===== config.mk =====
export PLATFORM = sky130hd
export DESIGN_NAME = tanh_segment_fetch
export DESIGN_NICKNAME = d
export VERILOG_FILES = /design/src/rtl/tanh_segment_fetch.sv
export SDC_FILE = /design/constraint.sdc
export NUM_CORES = 1
export LEC_CHECK = 0
export CAP_MARGIN = 25
export CORE_ASPECT_RATIO = 1.75
export CORE_MARGIN = 4
export CORE_UTILIZATION = 35
export DETAILED_ROUTE_END_ITERATION = 8
export PLACE_DENSITY = 0.58
export SETUP_SLACK_MARGIN = 0.3
export SLEW_MARGIN = 30
export SYNTH_ARGS = -nofsm -noshare
export SYNTH_HDL_FRONTEND = slang
export SYNTH_SLANG_ARGS = --single-unit

===== constraint.sdc =====
create_clock -name clk -period 3.6 [get_ports clk]
set_input_delay 0.54 -clock clk [delete_from_list [all_inputs] [get_ports clk]]
set_output_delay 0.54 -clock clk [all_outputs]
set_load 0.01 [all_outputs]

===== src/rtl/tanh_segment_fetch.sv =====
`default_nettype none
// ============================================================================
// Module      : tanh_segment_fetch
// Description : Two-stage valid/ready feeder for the LSTM tanh piecewise-
//               linear interpolator. It splits a Q4.4 sample into a segment
//               index and a fraction, looks up the segment endpoints in a
//               17-entry tanh table, and flags the last sample of each vector.
// Revision    : 1.0 - initial release
// ============================================================================
module tanh_segment_fetch #(
  parameter int VEC_LEN = 16,
  parameter int CNT_W   = 8
) (
  input  logic              clk,
  input  logic              rst_n,
  input  logic              in_valid,
  output logic              in_ready,
  input  logic signed [7:0] x,
  output logic              out_valid,
  input  logic              out_ready,
  output logic signed [7:0] base,
  output logic signed [7:0] next_data,
  output logic signed [7:0] change,
  output logic signed [7:0] remaining,
  output logic              out_last
);

  localparam logic [CNT_W-1:0] LAST_CNT = CNT_W'(VEC_LEN - 1);
  localparam logic [CNT_W-1:0] CNT_ONE  = CNT_W'(1);

  // tanh(i-8) * 16, rounded; the table saturates at +/-16 outside +/-3
  function automatic logic signed [7:0] tanh_table(input logic [4:0] i);
    logic signed [7:0] v;
    case (i)
      5'd6:    v = -8'sd15;
      5'd7:    v = -8'sd12;
      5'd8:    v = 8'sd0;
      5'd9:    v = 8'sd12;
      5'd10:   v = 8'sd15;
      default: v = (i < 5'd6) ? -8'sd16 : 8'sd16;
    endcase
    return v;
  endfunction

  logic             advance;
  logic             s1_valid;
  logic [4:0]       s1_idx;
  logic [3:0]       s1_frac;
  logic [4:0]       idx_in;
  logic [4:0]       idx_next;
  logic signed [7:0] t_lo;
  logic signed [7:0] t_hi;
  logic [CNT_W-1:0] cnt;
  logic             out_fire;

  // One global enable: both stages move whenever the output slot is free
  assign advance  = !out_valid || out_ready;
  assign in_ready = advance;

  // Adding 8 to a 4-bit two's-complement integer is a flip of its sign bit
  assign idx_in   = {1'b0, ~x[7], x[6:4]};
  assign idx_next = s1_idx + 5'd1;
  assign t_lo     = tanh_table(s1_idx);
  assign t_hi     = tanh_table(idx_next);

  assign out_fire = out_valid && out_ready;
  assign out_last = out_valid && (cnt == LAST_CNT);

  // Stage 1: capture the segment index and fraction of the incoming sample
  always_ff @(posedge clk or negedge rst_n) begin
    if (!rst_n) begin
      s1_valid <= 1'b0;
      s1_idx   <= '0;
      s1_frac  <= '0;
    end else if (advance) begin
      s1_valid <= in_valid;
      s1_idx   <= idx_in;
      s1_frac  <= x[3:0];
    end
  end

  // Stage 2: register the table endpoints, their difference and the fraction
  always_ff @(posedge clk or negedge rst_n) begin
    if (!rst_n) begin
      out_valid <= 1'b0;
      base      <= '0;
      next_data <= '0;
      change    <= '0;
      remaining <= '0;
    end else if (advance) begin
      out_valid <= s1_valid;
      base      <= t_lo;
      next_data <= t_hi;
      change    <= t_hi - t_lo;
      remaining <= {4'b0000, s1_frac};
    end
  end

  // Per-vector sample counter, advanced only by completed output handshakes
  always_ff @(posedge clk or negedge rst_n) begin
    if (!rst_n) begin
      cnt <= '0;
    end else if (out_fire) begin
      if (cnt == LAST_CNT) begin
        cnt <= '0;
      end else begin
        cnt <= cnt + CNT_ONE;
      end
    end
  end

endmodule
`default_nettype wire


Word-level counts from Yosys, hierarchy flattened

Cells that the tools add are included.

Register bits: 46
Input port bits: 12

Add/sub/neg operators: 3
$lt $le $gt $ge: 2
Equal/unequal tests: 11
Muxes and demuxes: 5
Bitwise operators: 1
Reductions and logical operators: 4

Operator list:

| cell                                                                 | number |
|---|---|
| 8-bit case mux with 5 select lines                                   | 2 |
| 8-bit two-way mux                                                    | 3 |
| 5-bit by 4-bit == test with 1-bit output, second input constant      | 3 |
| 4-bit == test, second input constant                                 | 3 |
| 5-bit by 3-bit == test with 1-bit output, second input constant      | 2 |
| 8-bit by 1-bit adder with 8-bit output, second input constant        | 1 |
| 4-bit by 3-bit == test with 1-bit output, second input constant      | 2 |
| 8-bit by 4-bit == test with 1-bit output, second input constant      | 1 |
| 8-bit subtractor                                                     | 1 |
| 4-bit by 1-bit adder with 5-bit output, second input constant        | 1 |
| 5-bit by 3-bit < comparator with 1-bit output, second input constant | 1 |
| 4-bit by 3-bit < comparator with 1-bit output, second input constant | 1 |
| 1-bit logical AND                                                    | 2 |
| 1-bit zero test                                                      | 1 |
| 1-bit logical OR                                                     | 1 |
| 1-bit NOT                                                            | 1 |

Depth between registers and ports, before layout

Depth in word-level cells: 5
Mapped depth: 12

Worst setup path after synthesis

OpenSTA, ideal clock, no wires.

Path kind: reg-to-reg
Start point: register s1_idx[0]
End point: register change[5]
Arrival: 2.463 ns
Data required time: 3.518 ns
Slack: 1.055 ns
Stages on the path, launching flop included: 11
Buffers on the path: 1
Cell sequence: dfrtp_1 ha_1 buf_6 nor2b_1 a211oi_2 a211oi_1 or3_1 ha_1 xnor2_1 or3_1 a31oi_1

Word-level cells in the longest chain between the ends: 5

RTL lines:

| element                                       | line | RTL |
|---|---|---|
| from (decl)                                   | 47   | `logic [4:0] s1_idx;` |
| from (signal assigned)                        | 77   | `s1_idx <= idx_in;` |
| 4-bit by 1-bit adder with 5-bit output *      | 62   | `assign idx_next = s1_idx + 5'd1;` |
| 5-bit by 3-bit < comparator with 1-bit output | 40   | `default: v = (i < 5'd6) ? -8'sd16 : 8'sd16;` |
| 8-bit two-way mux                             | 40   |  |
| 8-bit case mux with 5 select lines *          | 34   | `case (i)` |
| net t_hi[5]                                   | 52   | `logic signed [7:0] t_hi;` |
| 8-bit subtractor *                            | 94   | `change <= t_hi - t_lo;` |
| to (signal assigned)                          | 94   |  |
| to (decl)                                     | 23   | `output logic signed [7:0] change,` |

Mark *: on every way through the listed nets, which the timed path passes. The rest lies on a longest branch.
A chain may end at the register's enable or synchronous reset.

Final worst setup path

Start point: register s1_idx[1]
End point: register change[5]

RTL lines:

| element                                                                                                     | line |
|---|---|
| 4-bit by 1-bit adder with 5-bit output *                                                                    | 62 |
| 5-bit by 4-bit == test with 1-bit output / 5-bit by 3-bit == test with 1-bit output (equally long branches) | 34 |
| 8-bit case mux with 5 select lines *                                                                        | 34 |
| net t_hi[2]                                                                                                 | 52 |
| 8-bit subtractor *                                                                                          | 94 |

Marked as above.

==> summary.txt <==
Status
  • Status: completed

Synthesis
  • Cell taking the most area after synthesis: dfrtp_1
  • Compound-Gate Fraction of Synth Area: approximately an eighth
  • Most common library cells after synthesis: nand2_1, dfrtp_1, ha_1
  • Post-synthesis mux area share: 2.48%
  • Synth warn: 0
  • Prevailing post-synth register cell: dfrtp_1
  • Mapped Avg Cell Area: approximately 9.6 sq um
  • Largest cells by area after synthesis: dfrtp_1, nand2_1, ha_1
  • Adder-Cell Fraction of Synth Area: under 10%
  • Sequential area share after synthesis: between 40% and 50%
  • Post-synthesis instance area: 2270 sq um
  • Async S/R FF share, synth: 100%
  • Post-synth top area share: about 46%
  • Number of flops mapped to enable cells by yosys: 0
  • Synth Area in XOR/XNOR: around 3.5%
  • FF+latch count, synth: between 40 and 50
  • Synth Area in Simple Gates: 19.6%
  • Gate Count Post-Synth: between 200 and 250
  • Top-count cell post-synth: nand2_1
  • Largest family of logic cells by synthesized area: simple AND/OR/NAND/NOR gates
  • Synth unique cells: 47

Global route
  • Number of global-route vias before repair: approximately 1600
  • Largest net degree at the start of global routing: 43
  • Total grt overflow: 0
  • Initial antenna violation count: 0
  • First-pass GRT wire length: between 7 and 8 mm
  • Total track usage: roughly 13%

STA
  • Slew Viols, Final: 0
  • PnR worst setup slack: between 0.7 and 0.8 ns
  • Layout Skew: about 0.0073 ns
  • Worst-margin pin slew: around 0.55 ns
  • Final Cycle Share: ~79%
  • Relative slew slack: a little over three fifths
  • Minimum clock period: between 2 and 3 ns
  • Endpoints failing setup: 0
  • Hold WS: about 0.23 ns
  • Final hold violation count: 0
  • Setup_tns: 0 ns
  • RSZ-0062 raised after global routing: false
  • Max Clk Rate: around 350 MHz

Power
  • Power Density: 567 nW/um^2
  • Max IR drop VDD: around 0.18 mV
  • P_leak: around 1.3 nW

Die
  • Die Y: around 110 um
  • Initial Util: between 30 and 40%
  • Total core area: around 6300 sq um
  • Die width: between 60 and 70 um
  • I/O Pins: 47
  • Row count: 38
  • Die area: between 7000 and 8000 sq um

Place
  • Buffers on Ports: 42
  • Place WS: just under 0.8 ns
  • Area after DPL: 2700 sq um
  • Detailed placer's ending HPWL: 3.50 mm
  • Gp weighted congestion: between 0.7 and 0.8

Clocking
  • CTS Hold Bufs: 0
  • Worst-Skew Late Latency: 0.29 ns
  • Clock tree root driver cell: clkbuf_8
  • Max clock buf depth: 2
  • Postcts setup bufs: 0
  • H-tree depth: 2
  • Total clock buffers created by CTS: 5
  • Post_cts resized: 0
  • Reg clk slew, reported paths: 0.08 ns
  • CTS tree: yes
  • TritonCTS Sinks: 42

Final layout
  • Layout cells sized above 1: 8.00%
  • Layout net count: approximately 300
  • Multi-input gate area: roughly 1100 sq um
  • Final instance area: ~2800 sq um
  • Final Util: around 44%
  • Ant. Diodes: 0
  • Fillers: 630
  • Area Growth Syn to Fin: 22.9%
  • FF+latch area: ~1100 sq um

Detailed routing
  • DRT antenna net count: 0
  • Via/cell ratio: about 4.8
  • Total number of vias: between 1500 and 2000
  • WL final: 4.59 mm
  • Routed len/inst: roughly 13 um
  • Starting DRT DRC Count: between 40 and 50
  • Drt pass-1 iters: 4
  • Drt drc: 0

Critical path
  • Worst EP required: roughly 3.8 ns
  • Slowest CP cell: dfrtp_1
  • CP Data Arrival Time: 3.05 ns
  • Cell mode on critical path: ha_1
  • Worst setup path class: flip-flop to flip-flop
  • CP cell instances: ha_1 > nor2b_1 > a211oi_2 > nand3b_1 > nand2_1 > ha_1 > o21a_1 > o31a_1 > or3_1 > a31oi_1
  • R2R Setup Slk: ~0.77 ns
  • Bufs and invs on worst path: 0
  • Worst setup SP type: flip-flop
  • Slowest stage delay, CP: approximately 0.51 ns
  • Crit. End Element: flip-flop
  • Family with the most delay on the worst path: compound AO/OA/AOI/OAI gates
  • Crit-path max FO: 9

Job
  • Max-Cap Viols: 0

Min path
  • Min-delay worst type: primary input to async pin
[worst reg2reg max path: stages, from the launching register on]
cell	delay (ns)
dfrtp_1	0.51
ha_1	0.41
nor2b_1	0.13
a211oi_2	0.26
nand3b_1	0.19
nand2_1	0.07
ha_1	0.34
o21a_1	0.20
o31a_1	0.13
or3_1	0.35
a31oi_1	0.16
[area by class of cell]
class | count | share of cell area [%]
repair buffers | 44 | 15.5
multi-input cells | 174 | 39.2
well taps | 80 | 3.59
clock inverters | 2 | 0.493
clock buffers | 6 | 2.60
inverters | 7 | 0.942
flip-flops and latches | 42 | 37.7
[power breakdown]
group          switching, W  internal [W]  leakage [nW]
Combinational      0.000285      0.000331         0.712
Clock              0.000163      0.000137        0.0452
Sequential        0.0000869      0.000579         0.520
[stage by stage]
step	instances	power [W]
2_1_floorplan	240	0.00105
3_3_place_gp	347	0.00130
3_5_place_dp	347	0.00131
4_1_cts	355	0.00161
5_1_grt	355	0.00171
6_report	355	0.00158
[cell families (layout without fill, tap and decap cells)]
kind of cell / after synthesis / in the layout
muxes: 5 / 5
xor gates and xnor gates: 9 / 9
adders and majority gates: 15 / 15
other: 1 / 4
AOI/OAI and AO/OA: 46 / 46
DFF: 42 / 42
and+or+nand+nor: 95 / 95
buffers and inverters: 24 / 59
[registers in the layout, indices dropped and copies added, names as in the netlist, 4 cells and up]
signal / count
next_data: 6
change: 8
cnt: 8
s1_frac: 4
remaining: 4
s1_idx: 4
base: 6
[layer usage]
layer	vias to the layer above	wire [um]	GRT usage (%)
li1	864	-	-
met1	794	1750	12.5
met2	24	2600	24.0
met3	7	156	2.36
met4	0	80	5.08
met5	-	0	0
[cells in the final DEF (no fill, tap or decap), types with 3 or more instances in the layout]
master and n:
conb_1 4, ha_1 14, xnor2_1 7, o21ai_0 10, o31ai_1 3, a21o_1 3, clkbuf_8 5, o21a_1 3
nor2_1 12, inv_1 6, nand2b_1 4, nor3_1 4, mux2_2 5, a21oi_1 11, dfrtp_1 42, nand3_1 4
buf_4 3, nand2_1 50, clkdlybuf4s50_1 41, o21ai_1 5, nor2b_1 3
[final timing paths]
check	startpoint	endpoint	cells after the start
hold / removal	rst_n	base[2]	1
hold reg to reg	s1_valid	out_valid	1
setup reg to reg	s1_idx[1]	change[5]	10
setup / recovery	s1_idx[1]	change[5]	10
min in group clk	s1_valid	out_valid	1
max in group asynchronous	rst_n	s1_idx[1]	1
(Power assumes the default switching activity.)
